File: src/rtl/micro_seq_pkg.sv
// Shared definitions for the microprogram sequencer: op encodings and a width helper.
package micro_seq_pkg;

    localparam logic [2:0] OP_CONT = 3'd0;
    localparam logic [2:0] OP_JUMP = 3'd1;
    localparam logic [2:0] OP_CJMP = 3'd2;
    localparam logic [2:0] OP_JSR  = 3'd3;
    localparam logic [2:0] OP_CJSR = 3'd4;
    localparam logic [2:0] OP_RET  = 3'd5;
    localparam logic [2:0] OP_LDCT = 3'd6;
    localparam logic [2:0] OP_LOOP = 3'd7;

    // Index width for n selectable items, never narrower than one bit.
    function automatic int clogw(input int n);
        return (n <= 1) ? 1 : $clog2(n);
    endfunction

endpackage

File: src/rtl/seq_stack.sv
// Subroutine return-address LIFO; pushes when full and pops when empty are dropped
// and reported on single-cycle overflow/underflow strobes.
module seq_stack #(
    parameter int AW    = 12,
    parameter int DEPTH = 4
) (
    input  logic          clock,
    input  logic          reset,
    input  logic          push_i,
    input  logic          pop_i,
    input  logic [AW-1:0] data_i,
    output logic [AW-1:0] tos_o,
    output logic          full_o,
    output logic          empty_o,
    output logic          overflow_o,
    output logic          underflow_o
);

    localparam int SPW = $clog2(DEPTH) + 1;
    localparam int IW  = SPW - 1;

    logic [SPW-1:0] sp_q, sp_d;
    logic [AW-1:0]  mem_q [DEPTH];
    logic [IW-1:0]  wrIdx, tosIdx;
    logic           doPush, doPop;

    assign full_o      = (sp_q == SPW'(DEPTH));
    assign empty_o     = (sp_q == '0);
    assign wrIdx       = sp_q[IW-1:0];
    assign tosIdx      = wrIdx - IW'(1);
    assign tos_o       = mem_q[tosIdx];
    assign doPush      = push_i & ~full_o;
    assign doPop       = pop_i & ~empty_o;
    assign overflow_o  = push_i & full_o;
    assign underflow_o = pop_i & empty_o;

    always_comb begin
        sp_d = sp_q;
        if (doPush) begin
            sp_d = sp_q + SPW'(1);
        end else if (doPop) begin
            sp_d = sp_q - SPW'(1);
        end
    end

    always_ff @(posedge clock or negedge reset) begin
        if (!reset) begin
            sp_q <= '0;
            for (int i = 0; i < DEPTH; i++) begin
                mem_q[i] <= '0;
            end
        end else begin
            sp_q <= sp_d;
            if (doPush) begin
                mem_q[wrIdx] <= data_i;
            end
        end
    end

endmodule

File: src/rtl/micro_sequencer.sv
// Next-address generator for the control store: combinational address select from
// op/din/condition plus registered fetch address, loop counter and subroutine stack.
module micro_sequencer
    import micro_seq_pkg::*;
#(
    parameter int  AW    = 12,
    parameter int  DEPTH = 4,
    parameter int  NCOND = 4,
    localparam int CSW   = clogw(NCOND)
) (
    input  logic             clock,
    input  logic             reset,
    input  logic             hold,
    input  logic [2:0]       op,
    input  logic [AW-1:0]    din,
    input  logic [NCOND-1:0] cond,
    input  logic [CSW-1:0]   cond_sel,
    input  logic             cond_pol,
    output logic [AW-1:0]    yout,
    output logic             stack_full,
    output logic             stack_empty,
    output logic             stack_err
);

    logic [AW-1:0] addr_q, cnt_q, cnt_d, upc, nextAddr, tos;
    logic          stackErr_q, condBit, condHit;
    logic          push, pop, overflow, underflow;

    assign upc = addr_q + AW'(1);

    // A cond_sel beyond the implemented inputs reads as a deasserted condition.
    always_comb begin
        condBit = 1'b0;
        if (32'(cond_sel) < 32'(NCOND)) begin
            condBit = cond[cond_sel];
        end
        condHit = condBit ^ cond_pol;
    end

    always_comb begin
        nextAddr = upc;
        cnt_d    = cnt_q;
        push     = 1'b0;
        pop      = 1'b0;
        if (hold) begin
            nextAddr = addr_q;
        end else begin
            case (op)
                OP_JUMP: nextAddr = din;
                OP_CJMP: if (condHit) nextAddr = din;
                OP_JSR: begin
                    nextAddr = din;
                    push     = 1'b1;
                end
                OP_CJSR: if (condHit) begin
                    nextAddr = din;
                    push     = 1'b1;
                end
                // An empty-stack return falls through like CONT.
                OP_RET: begin
                    pop = 1'b1;
                    if (!stack_empty) nextAddr = tos;
                end
                OP_LDCT: cnt_d = din;
                OP_LOOP: if (cnt_q != '0) begin
                    nextAddr = din;
                    cnt_d    = cnt_q - AW'(1);
                end
                default: ;
            endcase
        end
    end

    assign yout      = reset ? nextAddr : '0;
    assign stack_err = stackErr_q;

    always_ff @(posedge clock or negedge reset) begin
        if (!reset) begin
            addr_q     <= '0;
            cnt_q      <= '0;
            stackErr_q <= 1'b0;
        end else begin
            addr_q     <= nextAddr;
            cnt_q      <= cnt_d;
            stackErr_q <= stackErr_q | overflow | underflow;
        end
    end

    seq_stack #(
        .AW   (AW),
        .DEPTH(DEPTH)
    ) uStack (
        .clock      (clock),
        .reset      (reset),
        .push_i     (push),
        .pop_i      (pop),
        .data_i     (upc),
        .tos_o      (tos),
        .full_o     (stack_full),
        .empty_o    (stack_empty),
        .overflow_o (overflow),
        .underflow_o(underflow)
    );

endmodule
File: config.mk
export PLATFORM = sky130hd
export DESIGN_NAME = micro_sequencer
export DESIGN_NICKNAME = d
export VERILOG_FILES = /design/src/rtl/micro_seq_pkg.sv /design/src/rtl/seq_stack.sv /design/src/rtl/micro_sequencer.sv
export SDC_FILE = /design/constraint.sdc
export NUM_CORES = 1
export LEC_CHECK = 0
export CORE_ASPECT_RATIO = 1.5
export CORE_MARGIN = 4
export CORE_UTILIZATION = 40
export DETAILED_ROUTE_END_ITERATION = 8
export PLACE_DENSITY = 0.57
export SKIP_CTS_REPAIR_TIMING = 1
export SYNTH_ARGS = -nofsm -noshare
export SYNTH_HDL_FRONTEND = slang
export SYNTH_HIERARCHICAL = 1
export SYNTH_SLANG_ARGS = --single-unit
File: constraint.sdc
create_clock -name clock -period 4.63 [get_ports clock]
set_input_delay 0.926 -clock clock [delete_from_list [all_inputs] [get_ports clock]]
set_output_delay 0.926 -clock clock [all_outputs]
set_load 0.01 [all_outputs]
==> impl_metrics.toml <==
[run_status]
status = "complete, no violations"

[drt]
vias = 3479
drt_iter0_drc = 227
drt_pass1_iterations = 4
ant_nets = 0
avgRoutedWirePerCell_um = 19.5
routed_wl_um = 11800
drc = 0
avgViaCountPerCell = 5.74

[cells_and_area]
drive_above_1_share_pct = 24.2
final_common_cell = "dfrtp_1"
antenna_cells = 0
utilization_pct = 50.6
final_cell_mix = "76 x dfrtp_1, 48 x mux2_2, 37 x clkdlybuf4s50_1"
design_area_um2 = 5380
nNetsFinal = 489
synthToLayoutAreaGrowth_pct = 22.8
layout.cells.non_filler = 606

[critical_path]
required_ns = 3.70
start_kind = "input pin"
worst_setup_path_end_kind = "primary output"
path_common_cell = "clkdlybuf4s50_1"
slowest_stage = "mux4_2"
slowest_delay_ns = 0.56
crit_fanout = 6
worstSetupPathType = "in -> out"
critical_path_arrival_ns = 3.65
cp_cell_sequence = "clkdlybuf4s50_1, mux4_2, xnor2_4, a211o_4, a221oi_2, a211oi_1, buf_4, clkdlybuf4s50_1"

[clock_network]
htreeDepth = 3
tritoncts = "built"
cts_made_buffers = 9
clock_latency_ns = 0.33
cts-root-buf = "clkbuf_16"
clkSinkCount = 76
cts_max_path_buffers = 2
path_clk_slew_ns = 0.06

[power_and_ir_drop]
powerDensity_nw_per_um2 = 513
p_leak_nw = 2.30
vdd_drop_max_uv = 173

[global_routing]
grt_overflow = 0
grt_max_degree = 46
met2_usage_pct = 31.8
grtUsageMet3_pct = 4.10
grt_antenna_before_repair = 0
gr-usage-met1_pct = 24.2
grt_util_all_layers_pct = 19.3
grt_pass1_vias = 3446
grt_busiest_layer = "met2"
grt_pass1_wl_um = 18600

[sta]
post-route-period-util_pct = 98.9
min_period_ns = 4.58
fin_ws_ns = 0.0516
fmax_mhz = 218
skew_ns = 0.00709
setup-violations-final = 0
fin_hold_ws_ns = 0.472
slew_viol_final = 0
max_slew.worst_pin.slew_ns = 0.825
slew_headroom_pct = 44.9
rsz0062_at_grt = "yes"
final-hold-violation-count = 0

[floorplanning]
die_area_um2 = 12700
fp.coreArea_um2 = 10600
rows = 46
die_y_um = 136
chipWidth_um = 93.5
start_util_pct = 41.2
ioPinCount = 40

[place]
io_buffers = 39
place_congestion = 0.818
placed_area_um2 = 5030
placed_cells = 589
pre_cts_ws_ns = -0.146
dp_hpwl_um = 8290

[synth]
ys_top_cells_by_area = "dfrtp_1 43%, mux2_2 12%, mux4_2 6.7%"
yosys.area.top_type = "dfrtp_1"
syn_area_um2 = 4380
syn_inst = 402
yosysSeqAreaShare_pct = 43.4
ys_ff_latch = 76
synth_top_flop_cell = "dfrtp_1"
synth_top_area_share_pct = 43.4
avgSynthCellArea_um2 = 10.9
syn_nets = 434
yosysUniqueCellTypes = 57
synth-edff-count = 0
yosys_warnings = 6
synth_async_sr_flop_share_pct = 100

[worst_hold_path]
hold_path_class = "reg -> reg"

[flow_run]
timing.max_cap.violations = 0
[logic make-up (layout without fill, tap and decap cells)]
family / count (synthesis) / after routing / share of synthesized area [%]
AO/OA/AOI/OAI: 105 / 106 / 16.1
adder cells (fa/ha/maj): 7 / 7 / 2.00
buffers and inverters: 31 / 90 / 3.48
XOR/XNOR: 14 / 14 / 2.97
multiplexers: 65 / 65 / 19.9
AND/OR/NAND/NOR: 104 / 104 / 12.1
flip-flops: 76 / 76 / 43.4
[cell usage after synthesis (9+ instances only)]
master and count:
clkbuf_1 10, nand2_1 25, mux2_2 48, nor2_1 33
xnor2_1 9, a211oi_1 11, inv_1 12, dfrtp_1 76
o21ai_0 27, a21oi_1 31, mux4_2 13
[through the flow]
step / setup TNS [ns] / total power [W]
after global routing: -0.0920 / 0.00295
after CTS: -0.884 / 0.00277
after detailed placement: -0.719 / 0.00208
after floorplan: 0 / 0.00175
final: 0 / 0.00276
after global placement: -0.525 / 0.00204
[registers in the layout (all words and copies together) (netlist names)]
name,flops
uStack/mem_q,48
cnt_q,12
addr_q,12
uStack/sp_q,3
stack_err,1
[power by group]
group | total [W] | internal (W) | switching, W | leakage (nW)
clock network | 0.000687 | 0.000417 | 0.000269 | 0.133
registers | 0.00106 | 0.000902 | 0.000158 | 0.955
logic | 0.00102 | 0.000543 | 0.000474 | 1.21
[worst paths after layout]
kind	startpoint	to	slack, ns	depth (start not counted)
setup / recovery	cond_sel[0]	yout[1]	0.05	8
hold / removal	stack_err	stack_err	0.47	1
setup reg to reg	cnt_q[0]	addr_q[4]	2.02	8
hold reg to reg	stack_err	stack_err	0.47	1
max in group asynchronous	reset	uStack/mem_q[28]	3.04	3
min in group asynchronous	reset	cnt_q[6]	0.63	2
[layout make-up]
type	count	area, µm²
fillers	958	5270
multi-input cells	296	2390
flip-flops and latches	76	1900
repair buffers	62	576
clock buffers	12	236
well taps	144	180
clock inverters	4	50.0
inverters	12	45.0
[worst max-delay path: cells and delay by family]
family | cells | cell delay, ns
buffers and inverters | 3 | 1.11
AO/OA/AOI/OAI | 3 | 0.84
multiplexers | 1 | 0.56
XOR/XNOR | 1 | 0.21
[layer usage]
| layer | share of wire [%] | vias up |
|---|---|---|
| met2 | 51 | 101 |
| met5 | 0 | - |
| li1 | - | 1628 |
| met3 | 5.7 | 24 |
| met4 | 3.0 | 0 |
| met1 | 40 | 1726 |
Note: power is estimated with default switching activity, not from simulation.
